==> src/rtl/muldiv_pkg.sv <==
`default_nettype none
// ============================================================================
// Module      : muldiv_pkg
// Description : Shared constants for the iterative RV32M multiply/divide unit:
//               operand width, funct3 op codes, FSM state encoding and small
//               op-decode helpers.
// Revision    : 1.0 - initial release
// ============================================================================
package muldiv_pkg;

    localparam int XLEN = 32;

    // RV32M funct3 encodings
    localparam logic [2:0] OP_MUL    = 3'b000;
    localparam logic [2:0] OP_MULH   = 3'b001;
    localparam logic [2:0] OP_MULHSU = 3'b010;
    localparam logic [2:0] OP_MULHU  = 3'b011;
    localparam logic [2:0] OP_DIV    = 3'b100;
    localparam logic [2:0] OP_DIVU   = 3'b101;
    localparam logic [2:0] OP_REM    = 3'b110;
    localparam logic [2:0] OP_REMU   = 3'b111;

    // FSM state encoding
    localparam logic [1:0] IDLE = 2'd0;
    localparam logic [1:0] CALC = 2'd1;
    localparam logic [1:0] FIX  = 2'd2;
    localparam logic [1:0] DONE = 2'd3;

    // All divide/remainder ops have funct3[2] set.
    function automatic logic op_is_div(input logic [2:0] f);
        return f[2];
    endfunction

    // Operand A is treated as two's complement for these ops.
    function automatic logic op_a_signed(input logic [2:0] f);
        return (f == OP_MUL) || (f == OP_MULH) || (f == OP_MULHSU) ||
               (f == OP_DIV) || (f == OP_REM);
    endfunction

    // Operand B is treated as two's complement for these ops.
    function automatic logic op_b_signed(input logic [2:0] f);
        return (f == OP_MUL) || (f == OP_MULH) ||
               (f == OP_DIV) || (f == OP_REM);
    endfunction

endpackage
`default_nettype wire

==> src/rtl/muldiv_step.sv <==
`default_nettype none
// ============================================================================
// Module      : muldiv_step
// Description : One combinational iteration of the multiply/divide datapath.
//               Multiply: conditional add of i_b into the high half, then a
//               right shift of {carry, hi, lo}. Divide: restoring step that
//               shifts the next dividend bit into a 33-bit partial remainder
//               and subtracts the divisor when it fits.
// Ports       : i_is_div  1      select divide step (1) or multiply step (0)
//               i_hi      XLEN   product high half / partial remainder
//               i_lo      XLEN   multiplier bits    / dividend->quotient bits
//               i_b       XLEN   multiplicand       / divisor (magnitudes)
//               o_hi_nxt  XLEN   next high half / remainder
//               o_lo_nxt  XLEN   next low half  / quotient bits
// Revision    : 1.0 - initial release
// ============================================================================
module muldiv_step
    import muldiv_pkg::*;
(
    input  logic            i_is_div,
    input  logic [XLEN-1:0] i_hi,
    input  logic [XLEN-1:0] i_lo,
    input  logic [XLEN-1:0] i_b,
    output logic [XLEN-1:0] o_hi_nxt,
    output logic [XLEN-1:0] o_lo_nxt
);

    logic [XLEN:0]   w_sum;
    logic [XLEN:0]   w_shift;
    logic [XLEN-1:0] w_diff;
    logic            w_ge;

    // Multiply: 33-bit sum so the carry out is shifted back into the high half.
    assign w_sum   = {1'b0, i_hi} + (i_lo[0] ? {1'b0, i_b} : {(XLEN+1){1'b0}});

    // Divide: the shifted partial remainder can reach 33 bits before the
    // compare. The remainder always stays below the divisor, so the
    // difference (when taken) fits back into XLEN bits.
    assign w_shift = {i_hi, i_lo[XLEN-1]};
    assign w_ge    = (w_shift >= {1'b0, i_b});
    assign w_diff  = w_shift[XLEN-1:0] - i_b;

    always_comb begin
        o_hi_nxt = '0;
        o_lo_nxt = '0;
        if (i_is_div) begin
            o_hi_nxt = w_ge ? w_diff : w_shift[XLEN-1:0];
            o_lo_nxt = {i_lo[XLEN-2:0], w_ge};
        end else begin
            o_hi_nxt = w_sum[XLEN:1];
            o_lo_nxt = {w_sum[0], i_lo[XLEN-1:1]};
        end
    end

endmodule
`default_nettype wire

==> src/rtl/muldiv_unit.sv <==
`default_nettype none
// ============================================================================
// Module      : muldiv_unit
// Description : Iterative RV32M multiply/divide unit with fixed latency.
//               IDLE -> CALC (ITER_CYCLES steps) -> FIX -> DONE -> IDLE.
//               Operates on operand magnitudes; signs are applied in FIX.
// Ports       : clk     1   clock, rising edge
//               rst     1   synchronous active-high reset
//               start   1   request, sampled only in IDLE
//               op      3   RV32M funct3
//               rs1     32  operand A (dividend / multiplicand)
//               rs2     32  operand B (divisor / multiplier)
//               busy    1   high in CALC, FIX and DONE
//               done    1   one-cycle pulse, result valid
//               result  32  registered result, written only in FIX
// Revision    : 1.0 - initial release
// ============================================================================
module muldiv_unit
    import muldiv_pkg::*;
#(
    parameter int XLEN        = 32,  // only 32 is supported
    parameter int ITER_CYCLES = 32   // must equal XLEN
) (
    input  logic            clk,
    input  logic            rst,
    input  logic            start,
    input  logic [2:0]      op,
    input  logic [XLEN-1:0] rs1,
    input  logic [XLEN-1:0] rs2,
    output logic            busy,
    output logic            done,
    output logic [XLEN-1:0] result
);

    localparam logic [4:0] c_LAST_ITER = 5'(ITER_CYCLES - 1);

    logic [1:0]      r_state;
    logic [4:0]      r_cnt;
    logic [2:0]      r_op;
    logic [XLEN-1:0] r_hi;
    logic [XLEN-1:0] r_lo;
    logic [XLEN-1:0] r_b;
    logic            r_sa;
    logic            r_sb;
    logic            r_div0;
    logic            r_ovf;
    logic [XLEN-1:0] r_result;

    logic            w_sa;
    logic            w_sb;
    logic [XLEN-1:0] w_abs_a;
    logic [XLEN-1:0] w_abs_b;
    logic [XLEN-1:0] w_hi_nxt;
    logic [XLEN-1:0] w_lo_nxt;
    logic [2*XLEN-1:0] w_prod;
    logic [2*XLEN-1:0] w_prod_s;
    logic [XLEN-1:0] w_quo;
    logic [XLEN-1:0] w_rem;
    logic [XLEN-1:0] w_fix_result;

    // Negation of 0x80000000 yields 0x80000000, which is the correct
    // magnitude when read as unsigned.
    assign w_sa    = op_a_signed(op) & rs1[XLEN-1];
    assign w_sb    = op_b_signed(op) & rs2[XLEN-1];
    assign w_abs_a = w_sa ? (~rs1 + 1'b1) : rs1;
    assign w_abs_b = w_sb ? (~rs2 + 1'b1) : rs2;

    muldiv_step u_step (
        .i_is_div (op_is_div(r_op)),
        .i_hi     (r_hi),
        .i_lo     (r_lo),
        .i_b      (r_b),
        .o_hi_nxt (w_hi_nxt),
        .o_lo_nxt (w_lo_nxt)
    );

    // Sign correction. Quotient negates on differing signs; the remainder
    // follows the dividend.
    assign w_prod   = {r_hi, r_lo};
    assign w_prod_s = (r_sa ^ r_sb) ? (~w_prod + 1'b1) : w_prod;
    assign w_quo    = (r_sa ^ r_sb) ? (~r_lo + 1'b1) : r_lo;
    assign w_rem    = r_sa ? (~r_hi + 1'b1) : r_hi;

    // With a zero divisor every restoring step succeeds, so the remainder
    // path already reproduces rs1; only the quotient needs overriding.
    always_comb begin
        w_fix_result = '0;
        case (r_op)
            OP_MUL:                        w_fix_result = w_prod_s[XLEN-1:0];
            OP_MULH, OP_MULHSU, OP_MULHU:  w_fix_result = w_prod_s[2*XLEN-1:XLEN];
            OP_DIV, OP_DIVU: begin
                if (r_div0)
                    w_fix_result = {XLEN{1'b1}};
                else if (r_ovf)
                    w_fix_result = {1'b1, {(XLEN-1){1'b0}}};
                else
                    w_fix_result = w_quo;
            end
            default: begin  // OP_REM, OP_REMU
                if (r_ovf)
                    w_fix_result = '0;
                else
                    w_fix_result = w_rem;
            end
        endcase
    end

    always_ff @(posedge clk) begin
        if (rst) begin
            r_state  <= IDLE;
            r_cnt    <= '0;
            r_op     <= '0;
            r_hi     <= '0;
            r_lo     <= '0;
            r_b      <= '0;
            r_sa     <= 1'b0;
            r_sb     <= 1'b0;
            r_div0   <= 1'b0;
            r_ovf    <= 1'b0;
            r_result <= '0;
        end else begin
            case (r_state)
                IDLE: begin
                    if (start) begin
                        r_op   <= op;
                        r_hi   <= '0;
                        r_cnt  <= '0;
                        r_sa   <= w_sa;
                        r_sb   <= w_sb;
                        r_div0 <= op_is_div(op) && (rs2 == '0);
                        r_ovf  <= ((op == OP_DIV) || (op == OP_REM)) &&
                                  (rs1 == {1'b1, {(XLEN-1){1'b0}}}) &&
                                  (rs2 == {XLEN{1'b1}});
                        // Multiply shifts the multiplier out of r_lo and adds
                        // the multiplicand; divide shifts the dividend out of
                        // r_lo and subtracts the divisor.
                        if (op_is_div(op)) begin
                            r_lo <= w_abs_a;
                            r_b  <= w_abs_b;
                        end else begin
                            r_lo <= w_abs_b;
                            r_b  <= w_abs_a;
                        end
                        r_state <= CALC;
                    end
                end
                CALC: begin
                    r_hi  <= w_hi_nxt;
                    r_lo  <= w_lo_nxt;
                    r_cnt <= r_cnt + 5'd1;
                    if (r_cnt == c_LAST_ITER)
                        r_state <= FIX;
                end
                FIX: begin
                    r_result <= w_fix_result;
                    r_state  <= DONE;
                end
                default: begin  // DONE
                    r_state <= IDLE;
                end
            endcase
        end
    end

    assign busy   = (r_state != IDLE);
    assign done   = (r_state == DONE);
    assign result = r_result;

endmodule
`default_nettype wire

==> config.mk <==
export PLATFORM = sky130hd
export DESIGN_NAME = muldiv_unit
export DESIGN_NICKNAME = d
export VERILOG_FILES = /design/src/rtl/muldiv_pkg.sv /design/src/rtl/muldiv_step.sv /design/src/rtl/muldiv_unit.sv
export SDC_FILE = /design/constraint.sdc
export NUM_CORES = 1
export LEC_CHECK = 0
export CAP_MARGIN = 25
export CORE_AREA = 10 10 199 201
export DETAILED_ROUTE_END_ITERATION = 6
export DIE_AREA = 0 0 209 211
export MAX_ROUTING_LAYER = met4
export PLACE_DENSITY_LB_ADDON = 0.08
export SETUP_SLACK_MARGIN = 0.5
export SYNTH_ARGS = -nofsm -noshare
export SYNTH_HDL_FRONTEND = slang
export SYNTH_SLANG_ARGS = --single-unit
export TNS_END_PERCENT = 30
==> constraint.sdc <==
create_clock -name clk -period 6 [get_ports clk]
set_input_delay 1.2 -clock clk [delete_from_list [all_inputs] [get_ports clk]]
set_output_delay 1.2 -clock clk [all_outputs]
set_load 0.03 [all_outputs]
==> results of run 1 <==
metal layers:
metal / wire length, µm / vias up / part of all wire (%) / global-route usage (%)
li1: - / 7076 / - / -
met1: 23900 / 6705 / 47 / 30.5
met2: 22000 / 428 / 43 / 34.6
met3: 2660 / 78 / 5.2 / 3.43
met4: 2330 / 0 / 4.6 / 10.7
met5: 0 / - / 0 / -
sequential cells by signal, summed over array words and instances (netlist names):
register  flops
r_div0        1
result       32
r_lo         32
r_ovf         1
r_op          3
r_b          32
r_sa          1
r_sb          1
r_cnt         5
r_hi         32
r_state       2
kinds of logic after synthesis:
group                    count (synthesis)  synth area share (%)
buffers and inverters                  208                  5.70
AO/OA/AOI/OAI                          588                  26.8
AND/OR/NAND/NOR                        669                  22.5
multiplexers                            68                  5.16
XOR/XNOR                               199                  12.5
flip-flops                             142                  20.3
adder cells (fa/ha/maj)                 78                  7.08
layout make-up:
class,count,area share [%]
clock buffer,18,2.69
clock inverter,14,0.786
inverter,73,1.72
multi-input combinational,1602,65.3
sequential,142,17.9
tap,461,3.62
timing repair buffer,134,8.06
cells in the final DEF, fill, tap and decap left out, types with 11 or more instances in the layout:
cell	instances
o221ai_1	28
nand2_1	154
clkbuf_16	17
o31ai_1	21
nand3_1	18
nor4_1	16
clkdlybuf4s50_1	101
o211ai_1	13
nand2b_1	11
nor2b_1	12
o21ai_0	118
xnor2_1	102
a31oi_1	12
a211oi_1	77
mux2i_1	35
xor2_1	95
a21o_1	30
nor3_1	85
mux2_2	33
nand4_1	19
a21oi_1	189
o21bai_1	13
and2_1	18
ha_1	75
dfxtp_1	141
buf_4	30
inv_1	73
a22oi_1	15
nor2_1	267
power breakdown:
part	internal, W	leakage (nW)	total (W)	switching, W
Sequential	0.00119	1.16	0.00151	0.000318
Clock	0.000545	0.271	0.00104	0.000497
Combinational	0.00133	4.82	0.00357	0.00224
stage by stage:
stage | cells | utilization, %
2_1_floorplan | 1952 | -
3_3_place_gp | 2410 | 43.3
3_5_place_dp | 2411 | 43.4
4_1_cts | 2443 | 44.9
5_1_grt | 2444 | 45.0
6_report | 2444 | 45.0
worst max path at each step:
stage / slack [ns] / depth (start not counted) / to
2_1_floorplan: 2.48 / 9 / r_lo[30]
3_5_place_dp: 1.55 / 11 / r_b[31]
4_1_cts: 1.76 / 14 / r_hi[29]
6_report: 1.74 / 14 / r_hi[29]
3_3_place_gp: 1.57 / 13 / r_lo[26]
5_1_grt: 1.47 / 11 / r_lo[0]
worst max-delay path: cells and delay by family (launching register included):
family | cells | cell delay (ns)
buffers and inverters | 1 | 0.06
AOI/OAI and AO/OA | 7 | 2.42
and+or+nand+nor | 3 | 0.46
muxes | 1 | 0.10
DFF | 1 | 0.53
adders and majority gates | 2 | 0.56
==> metrics.txt, run 1 <==
post-DP HPWL=39100 µm; number of synthesized flops with an enable pin=0; diode count=0; Crit path top cell by count=o21ai_0; Arr. time, crit path=4.61 ns; Die Ht=211 µm; critical path cell sequence=and2_1 -> ha_1 -> inv_1 -> fa_1 -> nand2b_1 -> a21oi_1 -> nor2_1 -> o21ai_0 -> a41oi_1 -> o21ai_0 -> a31oi_1 -> o21bai_1 -> mux2i_1 -> a32o_1; Post-layout nets=2118; critical path's largest stage delay=0.62 ns; CTS sink count=142; Hold Crit Start=r_b[4]; hold path cells=2; Cell Area, Placed=0.0154 mm²; Worst Hold Class=register to register; worst r2r src=r_lo[0]; Post-Syn Area per Cell=7.17 µm²; Vias=14287; Top-Level Pins=104; critical path class=register to register; FMAX=0.235 GHz; Area Overhead vs Synth=13.8%; cells after synthesis=1952; sequential fraction of the synthesis area=20.3%; Layout fillers=3659; crit path from=r_lo[0]; top-area cell type share of the netlist area=20.3%; synth warn=0; Remaining Overflow, GRT=0; CP max-delay cell=o21ai_0; DR pass1 iterations=6; count leader, synth=nor2_1; Die X=209 µm; initial antenna violation count=0; Crit path required time=6.35 ns; drt initial violations=1268; Avg WL per Cell=20.8 µm; critical path capture point type=register; drt drc=0; vias per cell=5.85; vias in the first global route=13786; worst reg2reg path depth=14; CTS tree=done; Synth area leaders=dfxtp_1, nor2_1, a21oi_1; Tcrit/Tclk final=70.9%; pre-CTS WS=1.55 ns; critical path peak fanout=7; Core Rows=69; Setup Fix Bufs, Post-CTS=0; worst r2r dst=r_hi[29]; cell taking the most area after synthesis=dfxtp_1; Worst-Skew Late Latency=0.45 ns; Tmin final=4.26 ns; Worst-Margin Slew=0.937 ns; multi-input logic area=0.0104 mm²; Leakage=6.25 nW; final slew viol count=0; Root Driver=clkbuf_16; RSZ-0062 raised after global routing=false; layout cells sized above 1=6.96%; Distinct cells, synth=74; Synth Cell Area=0.0140 mm²; status=complete, no violations; Fin Setup TNS=0 ns; Pwr Total=0.00612 W; CP startpoint kind=register; Clock Path Buffers=2; Most used DFF post-synth=dfxtp_1; top post-synthesis cells by count=nor2_1, a21oi_1, nand2_1, dfxtp_1, o21ai_0; H-tree depth=4; port buffer count=103; Worst-path clk slew=0.07 ns; number of routed nets with antenna violations=0; skew final=0.0167 ns; Synth Net Count=2100; maxcap violations=0; ys async rst share=0%; total wire length=50800 µm; Min-Delay Endpoint=r_b[4]; hold_ws=0.451 ns; first-pass GRT wire length=79900 µm; Cell Pwr Density=384 mW/mm²; Hold-fix buffers, CTS=0; largest net degree at the start of global routing=82; Resized Gates After CTS=0; final worst slack=1.74 ns; Initial Util=39.5%; Fin. Hold Viols=0; final setup violation count=0; die area=0.0441 mm²; CTS buffer count=17; VDD IR max=0.465 mV; design area=0.0159 mm²; GP Congestion=0.962; core area=0.0354 mm²; R2R Setup Slk=1.74 ns; Reg area=0.00284 mm²; Relative slew margins=37.4%; GRT Total Usage=23.2%; post-synthesis register bit count=142
Note: power is estimated with default switching activity, not from simulation.
==> inputs of run 2 (changes only) <==
==> constraint.sdc (replaced) <==
create_clock -name clk -period 3.9 [get_ports clk]
set_input_delay 0.78 -clock clk [delete_from_list [all_inputs] [get_ports clk]]
set_output_delay 0.78 -clock clk [all_outputs]
set_load 0.03 [all_outputs]
==> run 2 against run 1 <==
Compared with the run above: flip-flop and latch count is the same; sequential share of layout area shrank 1.1 points; clock power grew 75%; die area unchanged; utilization grew 3.1 points; sequential power grew 53%; non-clock buffer count rose by 103; hold slack gained 0.0028 ns; cell count up 4.3%; combinational power is 68% higher; final area up 6.9%; critical path type is now input pin to register; critical endpoint is now r_b[27]; highest routed layer unchanged.
==> metrics.txt, run 2 (synthesis gave the netlist of run 1 again) <==
Vias=15016; Worst-Skew Late Latency=0.46 ns; Worst Hold Class=register to register; Cell Area, Placed=0.0160 mm²; largest net degree at the start of global routing=71; Fin. Hold Viols=0; multi-input logic area=0.0106 mm²; Fin Setup TNS=0 ns; design area=0.0170 mm²; Tcrit/Tclk final=86.2%; worst r2r dst=r_hi[22]; Core Rows=69; CP startpoint kind=input pin; GP Congestion=0.979; diode count=0; hold_ws=0.454 ns; drt initial violations=1302; Clk pwr share=18.0%; Worst-path clk slew=0.07 ns; status=complete, no violations; Reg area=0.00285 mm²; Cell Pwr Density=594 mW/mm²; Remaining Overflow, GRT=0; DR pass1 iterations=6; critical path's largest stage delay=0.61 ns; CP max-delay cell=or4_1; skew final=0.0160 ns; CTS buffer count=17; switching pwr=0.00489 W; Pwr Total=0.0101 W; R2R Setup Slk=0.55 ns; Finished Layout Cells=2550; Layout fillers=3634; Hold Crit Start=r_b[9]; critical path capture point type=register; worst reg2reg path depth=12; CTS sink count=142; Crit path required time=4.28 ns; number of routed nets with antenna violations=0; Arr. time, crit path=3.74 ns; vias per cell=5.89; hold path cells=2; Avg WL per Cell=21.6 µm; Seq pwr share=22.9%; Tmin final=3.36 ns; switching share of power=48.3%; Min-Delay Endpoint=r_b[9]; drt drc=0; RSZ-0062 raised after global routing=true; critical path class=input pin to register; initial antenna violation count=0; post-DP HPWL=42500 µm; Hold-fix buffers, CTS=0; layout cells sized above 1=13.3%; Clock Path Buffers=2; core area=0.0354 mm²; Root Driver=clkbuf_16; Die Ht=211 µm; maxcap violations=0; VDD IR max=0.640 mV; Initial Util=39.5%; H-tree depth=4; total wire length=55000 µm; most common cell after layout, fill and taps aside=nor2_1; Leakage=6.85 nW; Relative slew margins=36.6%; Cells after DPL=2506; critical path peak fanout=4; GRT Total Usage=24.7%; FMAX=0.297 GHz; port buffer count=103; Worst-Margin Slew=0.950 ns; die area=0.0441 mm²; first-pass GRT wire length=84400 µm; most frequent cells in the layout=nor2_1, a21oi_1, nand2_1; vias in the first global route=14399; Top-Level Pins=104; Die X=209 µm; Internal=0.00522 W; final setup violation count=0; critical path cell sequence=clkdlybuf4s50_1 -> or4_1 -> nor4_2 -> and2_1 -> nand3_1 -> nor4_2 -> a21oi_1 -> xnor2_1 -> a211oi_1 -> a21oi_1 -> nor2_1; CTS tree=done; Area Overhead vs Synth=21.7%; Logic pwr share=59.2%; Post-layout nets=2224; worst r2r src=r_b[17]; final slew viol count=0
-- run 2: changes by cell type in the layout (fill, tap and decap cells not counted), sizes merged --
| cell | previous run | this run |
|---|---|---|
| buf | 33 | 136 |
| inv | 81 | 75 |
| bufinv | 0 | 4 |
| clkinvlp | 2 | 5 |
| and2 | 19 | 21 |
| clkbuf | 18 | 20 |
| clkinv | 4 | 2 |
-- run 2: worst max-delay path: cells and delay by family --
| kind | cells | cell delay (ns) |
|---|---|---|
| and+or+nand+nor | 6 | 1.66 |
| AOI/OAI and AO/OA | 3 | 0.69 |
| buffers and inverters | 1 | 0.42 |
| xor gates and xnor gates | 1 | 0.18 |
-- run 2: timing repair --
item                                    CTS  global route
resized for setup                        12            48
pin swaps                                 2            11
hold endpoints to repair                  0             0
setup buffers                             4             5
endpoints found under the setup margin   22            55
cloned                                    1             2
-- run 2: how the worst max path moves through the flow --
stage,start,end,slack [ns],depth (start not counted)
floorplan,r_lo[0],r_hi[29],0.73,14
global placement,rs2[0],r_lo[23],0.05,12
detailed placement,rs2[0],r_lo[23],0.03,12
CTS,rs2[0],r_lo[23],0.49,12
global route,rs1[5],r_b[29],0.37,12
finish,rs1[5],r_b[27],0.54,11
-- run 2: layout make-up --
| cell class | count | area share, % |
|---|---|---|
| Multi-Input combinational cell | 1604 | 62.5 |
| Inverter | 73 | 1.63 |
| Tap cell | 461 | 3.39 |
| Sequential cell | 142 | 16.7 |
| Clock buffer | 20 | 2.62 |
| Timing Repair Buffer | 237 | 12.0 |
| Clock inverter | 12 | 1.07 |
| Timing Repair inverter | 1 | 0.0294 |
-- run 2: layer usage --
layer  share of wire (%)  wire, µm  track usage, %  vias to the layer above
li1                    -         -               -                     7259
met1                  45     24800            31.9                     7081
met2                  44     24300            37.7                      577
met3                 6.9      3790            4.27                       99
met4                 3.9      2130            9.72                        0
met5                   0         0               -                        -
-- run 2: power groups by stage --
| stage | registers, W | logic, W | clock network [W] |
|---|---|---|---|
| after floorplan | 0.00238 | 0.00366 | 0 |
| after CTS | 0.00229 | 0.00579 | 0.00185 |
| after global routing | 0.00236 | 0.00648 | 0.00190 |
| after detailed placement | 0.00232 | 0.00574 | 0 |
| final | 0.00231 | 0.00598 | 0.00182 |
| after global placement | 0.00231 | 0.00574 | 0 |
-- run 2: stage by stage --
step | util [%] | worst slack (ns)
3_3_place_gp | 45.3 | 0.0522
3_5_place_dp | 45.3 | 0.0264
5_1_grt | 48.1 | 0.373
4_1_cts | 47.4 | 0.495
2_1_floorplan | - | 0.732
6_report | 48.1 | 0.537
